<file path="config.mk">
export PLATFORM = sky130hd
export DESIGN_NAME = sonar_scheduler
export DESIGN_NICKNAME = d
export VERILOG_FILES = /design/src/rtl/sonar_scheduler.sv
export SDC_FILE = /design/constraint.sdc
export NUM_CORES = 1
export LEC_CHECK = 0
export ABC_AREA = 1
export CAP_MARGIN = 20
export CORE_MARGIN = 2
export CORE_UTILIZATION = 50
export DETAILED_ROUTE_END_ITERATION = 8
export PLACE_DENSITY = 0.73
export SYNTH_ARGS = -nofsm -noshare
export SYNTH_HDL_FRONTEND = slang
export SYNTH_SLANG_ARGS = --single-unit
</file>
<file path="constraint.sdc">
create_clock -name clk -period 2.56 [get_ports clk]
set_input_delay 0.512 -clock clk [delete_from_list [all_inputs] [get_ports clk]]
set_output_delay 0.512 -clock clk [all_outputs]
set_load 0.01 [all_outputs]
</file>
<file path="src/rtl/sonar_scheduler.sv">
// Round-robin trigger/echo sequencer sharing one echo-measurement unit across NUM_SENS sensors.
// Optional feature macro: SONAR_SCHED_RETRY_EN (one silent retry per sensor before reporting a timeout).
module sonar_scheduler #(
  parameter int NUM_SENS    = 4,
  parameter int SEL_W       = 2,
  parameter int DIST_W      = 17,
  parameter int TRIG_CYC    = 500,
  parameter int ECHO_TO_CYC = 200000,
  parameter int GAP_CYC     = 2500000
) (
  input  logic                clk,
  input  logic                rst,
  input  logic                enable,
  input  logic                meas_start,
  input  logic                meas_valid,
  input  logic [DIST_W-1:0]   meas_distance,
  output logic [NUM_SENS-1:0] sens_trigger,
  output logic [SEL_W-1:0]    echo_sel,
  output logic                res_valid,
  output logic                res_timeout,
  output logic [SEL_W-1:0]    res_id,
  output logic [DIST_W-1:0]   res_distance,
  output logic                busy
);

  localparam int PH_MAX = (TRIG_CYC > GAP_CYC) ? TRIG_CYC : GAP_CYC;
  localparam int PH_W   = $clog2(PH_MAX + 1);
  localparam int TO_W   = $clog2(ECHO_TO_CYC + 1);

  localparam logic [PH_W-1:0]  TRIG_LAST = PH_W'(TRIG_CYC - 1);
  localparam logic [PH_W-1:0]  GAP_LAST  = PH_W'(GAP_CYC);
  localparam logic [TO_W-1:0]  TO_LAST   = TO_W'(ECHO_TO_CYC);
  localparam logic [SEL_W-1:0] CUR_LAST  = SEL_W'(NUM_SENS - 1);

  typedef enum logic [2:0] {
    ST_IDLE,
    ST_TRIG,
    ST_WAIT,
    ST_MEAS,
    ST_GAP
  } state_t;

  state_t              state_q, state_d;
  logic [PH_W-1:0]     cnt_q, cnt_d;
  logic [TO_W-1:0]     tmr_q, tmr_d;
  logic [SEL_W-1:0]    cur_q, cur_d;
  logic [NUM_SENS-1:0] trig_q, trig_d;
  logic                res_valid_q, res_valid_d;
  logic                res_timeout_q, res_timeout_d;
  logic [SEL_W-1:0]    res_id_q, res_id_d;
  logic [DIST_W-1:0]   res_dist_q, res_dist_d;
  logic                busy_q, busy_d;
  logic                to_hit;
`ifdef SONAR_SCHED_RETRY_EN
  logic                retry_q, retry_d;
`endif

  always_comb begin
    state_d       = state_q;
    cnt_d         = cnt_q;
    tmr_d         = tmr_q;
    cur_d         = cur_q;
    res_valid_d   = 1'b0;
    res_timeout_d = 1'b0;
    res_id_d      = res_id_q;
    res_dist_d    = res_dist_q;
    to_hit        = 1'b0;
`ifdef SONAR_SCHED_RETRY_EN
    retry_d       = retry_q;
`endif

    case (state_q)
      ST_IDLE: begin
        if (enable) begin
          state_d = ST_TRIG;
          cnt_d   = '0;
        end
      end
      ST_TRIG: begin
        if (cnt_q == TRIG_LAST) begin
          state_d = ST_WAIT;
          cnt_d   = '0;
          tmr_d   = '0;
        end else begin
          cnt_d = cnt_q + PH_W'(1);
        end
      end
      ST_WAIT: begin
        if (tmr_q == TO_LAST) begin
          to_hit = 1'b1;
        end else begin
          tmr_d = tmr_q + TO_W'(1);
          if (meas_start) state_d = ST_MEAS;
        end
      end
      ST_MEAS: begin
        // A result landing on the terminal count wins over the timeout.
        if (meas_valid) begin
          state_d     = ST_GAP;
          cnt_d       = '0;
          res_valid_d = 1'b1;
          res_id_d    = cur_q;
          res_dist_d  = meas_distance;
`ifdef SONAR_SCHED_RETRY_EN
          retry_d     = 1'b0;
`endif
        end else if (tmr_q == TO_LAST) begin
          to_hit = 1'b1;
        end else begin
          tmr_d = tmr_q + TO_W'(1);
        end
      end
      ST_GAP: begin
        if (cnt_q == GAP_LAST) begin
          cnt_d   = '0;
          state_d = enable ? ST_TRIG : ST_IDLE;
`ifdef SONAR_SCHED_RETRY_EN
          if (!retry_q)
            cur_d = (cur_q == CUR_LAST) ? '0 : cur_q + SEL_W'(1);
`else
          cur_d = (cur_q == CUR_LAST) ? '0 : cur_q + SEL_W'(1);
`endif
        end else begin
          cnt_d = cnt_q + PH_W'(1);
        end
      end
      default: state_d = ST_IDLE;
    endcase

    if (to_hit) begin
      state_d = ST_GAP;
      cnt_d   = '0;
`ifdef SONAR_SCHED_RETRY_EN
      // First silence re-fires the same sensor; the second is reported.
      if (retry_q) begin
        res_timeout_d = 1'b1;
        res_id_d      = cur_q;
        retry_d       = 1'b0;
      end else begin
        retry_d = 1'b1;
      end
`else
      res_timeout_d = 1'b1;
      res_id_d      = cur_q;
`endif
    end

    trig_d = '0;
    if (state_d == ST_TRIG) trig_d = NUM_SENS'(1) << cur_d;
    busy_d = (state_d != ST_IDLE);
  end

  always_ff @(posedge clk) begin
    if (rst) begin
      state_q       <= ST_IDLE;
      cnt_q         <= '0;
      tmr_q         <= '0;
      cur_q         <= '0;
      trig_q        <= '0;
      res_valid_q   <= 1'b0;
      res_timeout_q <= 1'b0;
      res_id_q      <= '0;
      res_dist_q    <= '0;
      busy_q        <= 1'b0;
`ifdef SONAR_SCHED_RETRY_EN
      retry_q       <= 1'b0;
`endif
    end else begin
      state_q       <= state_d;
      cnt_q         <= cnt_d;
      tmr_q         <= tmr_d;
      cur_q         <= cur_d;
      trig_q        <= trig_d;
      res_valid_q   <= res_valid_d;
      res_timeout_q <= res_timeout_d;
      res_id_q      <= res_id_d;
      res_dist_q    <= res_dist_d;
      busy_q        <= busy_d;
`ifdef SONAR_SCHED_RETRY_EN
      retry_q       <= retry_d;
`endif
    end
  end

  assign sens_trigger = trig_q;
  assign echo_sel     = cur_q;
  assign res_valid    = res_valid_q;
  assign res_timeout  = res_timeout_q;
  assign res_id       = res_id_q;
  assign res_distance = res_dist_q;
  assign busy         = busy_q;

endmodule

</file>
==> reports/metrics.cfg <==
[outcome]
status=finished clean

[floorplan]
die-area_sq_um=8590
die_h_microns=92.7
coreArea_sq_um=7690
initial_utilization_pct=51.2
rows=32
die_w_microns=92.7
ios=50

[synth]
synth_edf_count=0
ys_seq_area_share_pct=36.1
ys_types=42
syn_inst=568
syn_nets=595
synth_area_sq_um=3930
synthArstFlopShare_pct=0
synth.avg_cell_area_sq_um=6.92
dominantRegCellSynth=dfxtp_1
synth-warning-count=0
ys_ff_latch=71

[route]
routed_wl_microns=9800
first_pass_iters=5
vias_per_cell=5.32
num_vias=3865
ant_nets=0
drc=0
post_drt_wl_per_cell_microns=13.5
drtIter0Drc=191

[placed_design]
routabilityCongestion=0.927
hpwl_microns=7360
dp_slack_ps=361
portBuffers=49

[run]
drv_cap=0

[worst_setup_path]
cp_slowest_cell=dfxtp_1
reg2reg_to=cnt_q[18]
start_kind=flop
cp_top_family=simple AND/OR/NAND/NOR gates
worstRegToRegCells=10
arrival_ps=2180
cp-end-kind=flop
crit_chain=ha_1 > inv_1 > nor2_1 > nand2_1 > nor2_1 > inv_1 > nor3_2 > inv_1 > nor3_1 > nor2_1
path_buf_inv=3
critPathKind=reg -> reg
cp_slowest_stage_delay_ps=400
rr_startpoint=cnt_q[1]
path_max_fanout=4
worstPathRequired_ps=2810
r2r_setup_slack_ps=620

[hold_path]
worstHoldEndpoint=res_distance[2]
hold_class=reg -> reg
holdPathStages=2
hold_path_startpoint=res_distance[2]

[finish]
mostFrequentLayoutCell=nand2_1
drive_gt1_share_pct=12.5
area_growth_pct=21.5
antenna_cells=0
final_cell_mix=nand2_1 (123), nor2_1 (76), dfxtp_1 (71), inv_1 (58), nand3_1 (52)
nets=647

[global_route]
grt_use_total_pct=23.9
antenna_found_initial=0
grt_pass1_vias=3611
grt_pass1_wl_microns=16500
grt-ovfl-total=0
grt_max_degree=21

[cts]
cts_made_buffers=9
clock_path_buffers=2
cts_setup_buffers=0
cts_hold_buffers=0
path_clk_slew_ps=80
cts-htree-levels=3
cts_sinks=71
clk_latency_ps=350
cts_tree=yes
ctsResizeCount=0
cts-root-buf=clkbuf_8

[sta]
hold_ws_ps=463
fin_crit_sh_pct=75.6
finalSetupViolCount=0
setup_tns_ps=0
worst_slack_ps=625
drv_slew=0
fin_skew_ps=10.5
worstMarginPinSlew_ps=492
hold_viol_final=0
rsz0062_at_grt=false
fin_crit_ps=1940
maxClockFrequency_mhz=517
relSlewSlack_pct=66.9

[pwr]
power_mw=2.89
peakVddDrop_mv=0.340
p_per_area_nw_per_um2=605
total_leakage_power_nw=1.87

[per-stage QoR]
step / utilization (%) / std cells / cell area, sq um
2_1_floorplan: - / 568 / 3930
3_3_place_gp: 58.6 / 711 / 4510
3_5_place_dp: 58.6 / 711 / 4510
4_1_cts: 62.1 / 727 / 4780
5_1_grt: 62.1 / 727 / 4780
6_report: 62.1 / 727 / 4780
[synth_stat cells (5+ instances only)]
cell type / number / area (sq um)
nor3_1: 23 / 115
dfxtp_1: 71 / 1420
inv_1: 58 / 218
ha_1: 5 / 62.6
inv_2: 12 / 45.0
o21ai_1: 8 / 40.0
nand2_2: 5 / 31.3
nand4_2: 6 / 75.1
a21oi_1: 38 / 190
xor2_1: 6 / 52.6
clkbuf_1: 6 / 22.5
nand2_1: 123 / 462
a21oi_2: 9 / 78.8
o21ai_0: 13 / 65.1
nand4_1: 10 / 62.6
nand3_1: 52 / 260
nor2_1: 76 / 285
[state kept, by name (all words and copies together) (netlist names)]
register	cells
res_valid	1
busy	1
res_distance	17
tmr_q	18
sens_trigger	4
res_id	2
state_q	3
cnt_q	22
res_timeout	1
echo_sel	2
[cell type report]
class	count	area, sq um
Fill cell	732	2910
Multi-Input combinational cell	412	2160
Sequential cell	71	1420
Timing Repair Buffer	55	536
Inverter	71	267
Clock buffer	11	141
Clock inverter	5	129
Tap cell	102	128
[worst min-delay path, stage by stage (launching register included)]
cell	delay (ps)
dfxtp_1	310
nand2_1	60
a21oi_1	50
[cell families after synthesis]
family	count (synthesis)	synth area share [%]
AO/OA/AOI/OAI	75	11.1
buffers and inverters	85	9.04
AND/OR/NAND/NOR	324	40.4
XOR/XNOR	8	1.78
flip-flops	71	36.1
adder cells (fa/ha/maj)	5	1.59
[per-layer routing]
layer | global-route usage, % | up-vias | wire length [microns]
met4 | 11.0 | 0 | 233
met5 | 0 | - | 0
li1 | - | 1956 | -
met2 | 39.6 | 143 | 4620
met1 | 29.7 | 1745 | 4280
met3 | 5.04 | 21 | 665
[worst max path at each step]
stage	start	end	slack, ps	cells after the start
floorplan	meas_valid	cnt_q[8]	940	8
global placement	meas_valid	cnt_q[18]	400	9
detailed placement	meas_valid	cnt_q[18]	360	9
CTS	state_q[1]	sens_trigger[3]	640	9
global route	cnt_q[0]	cnt_q[18]	440	10
finish	cnt_q[1]	cnt_q[18]	620	10
[power breakdown]
| part | total, mW | internal (mW) | switching, mW |
|---|---|---|---|
| Clock | 1.21 | 0.775 | 0.431 |
| Sequential | 1.17 | 1.14 | 0.0294 |
| Combinational | 0.514 | 0.168 | 0.346 |
| Total | 2.89 | 2.08 | 0.806 |
No activity file was read; power rests on OpenSTA's default activity.
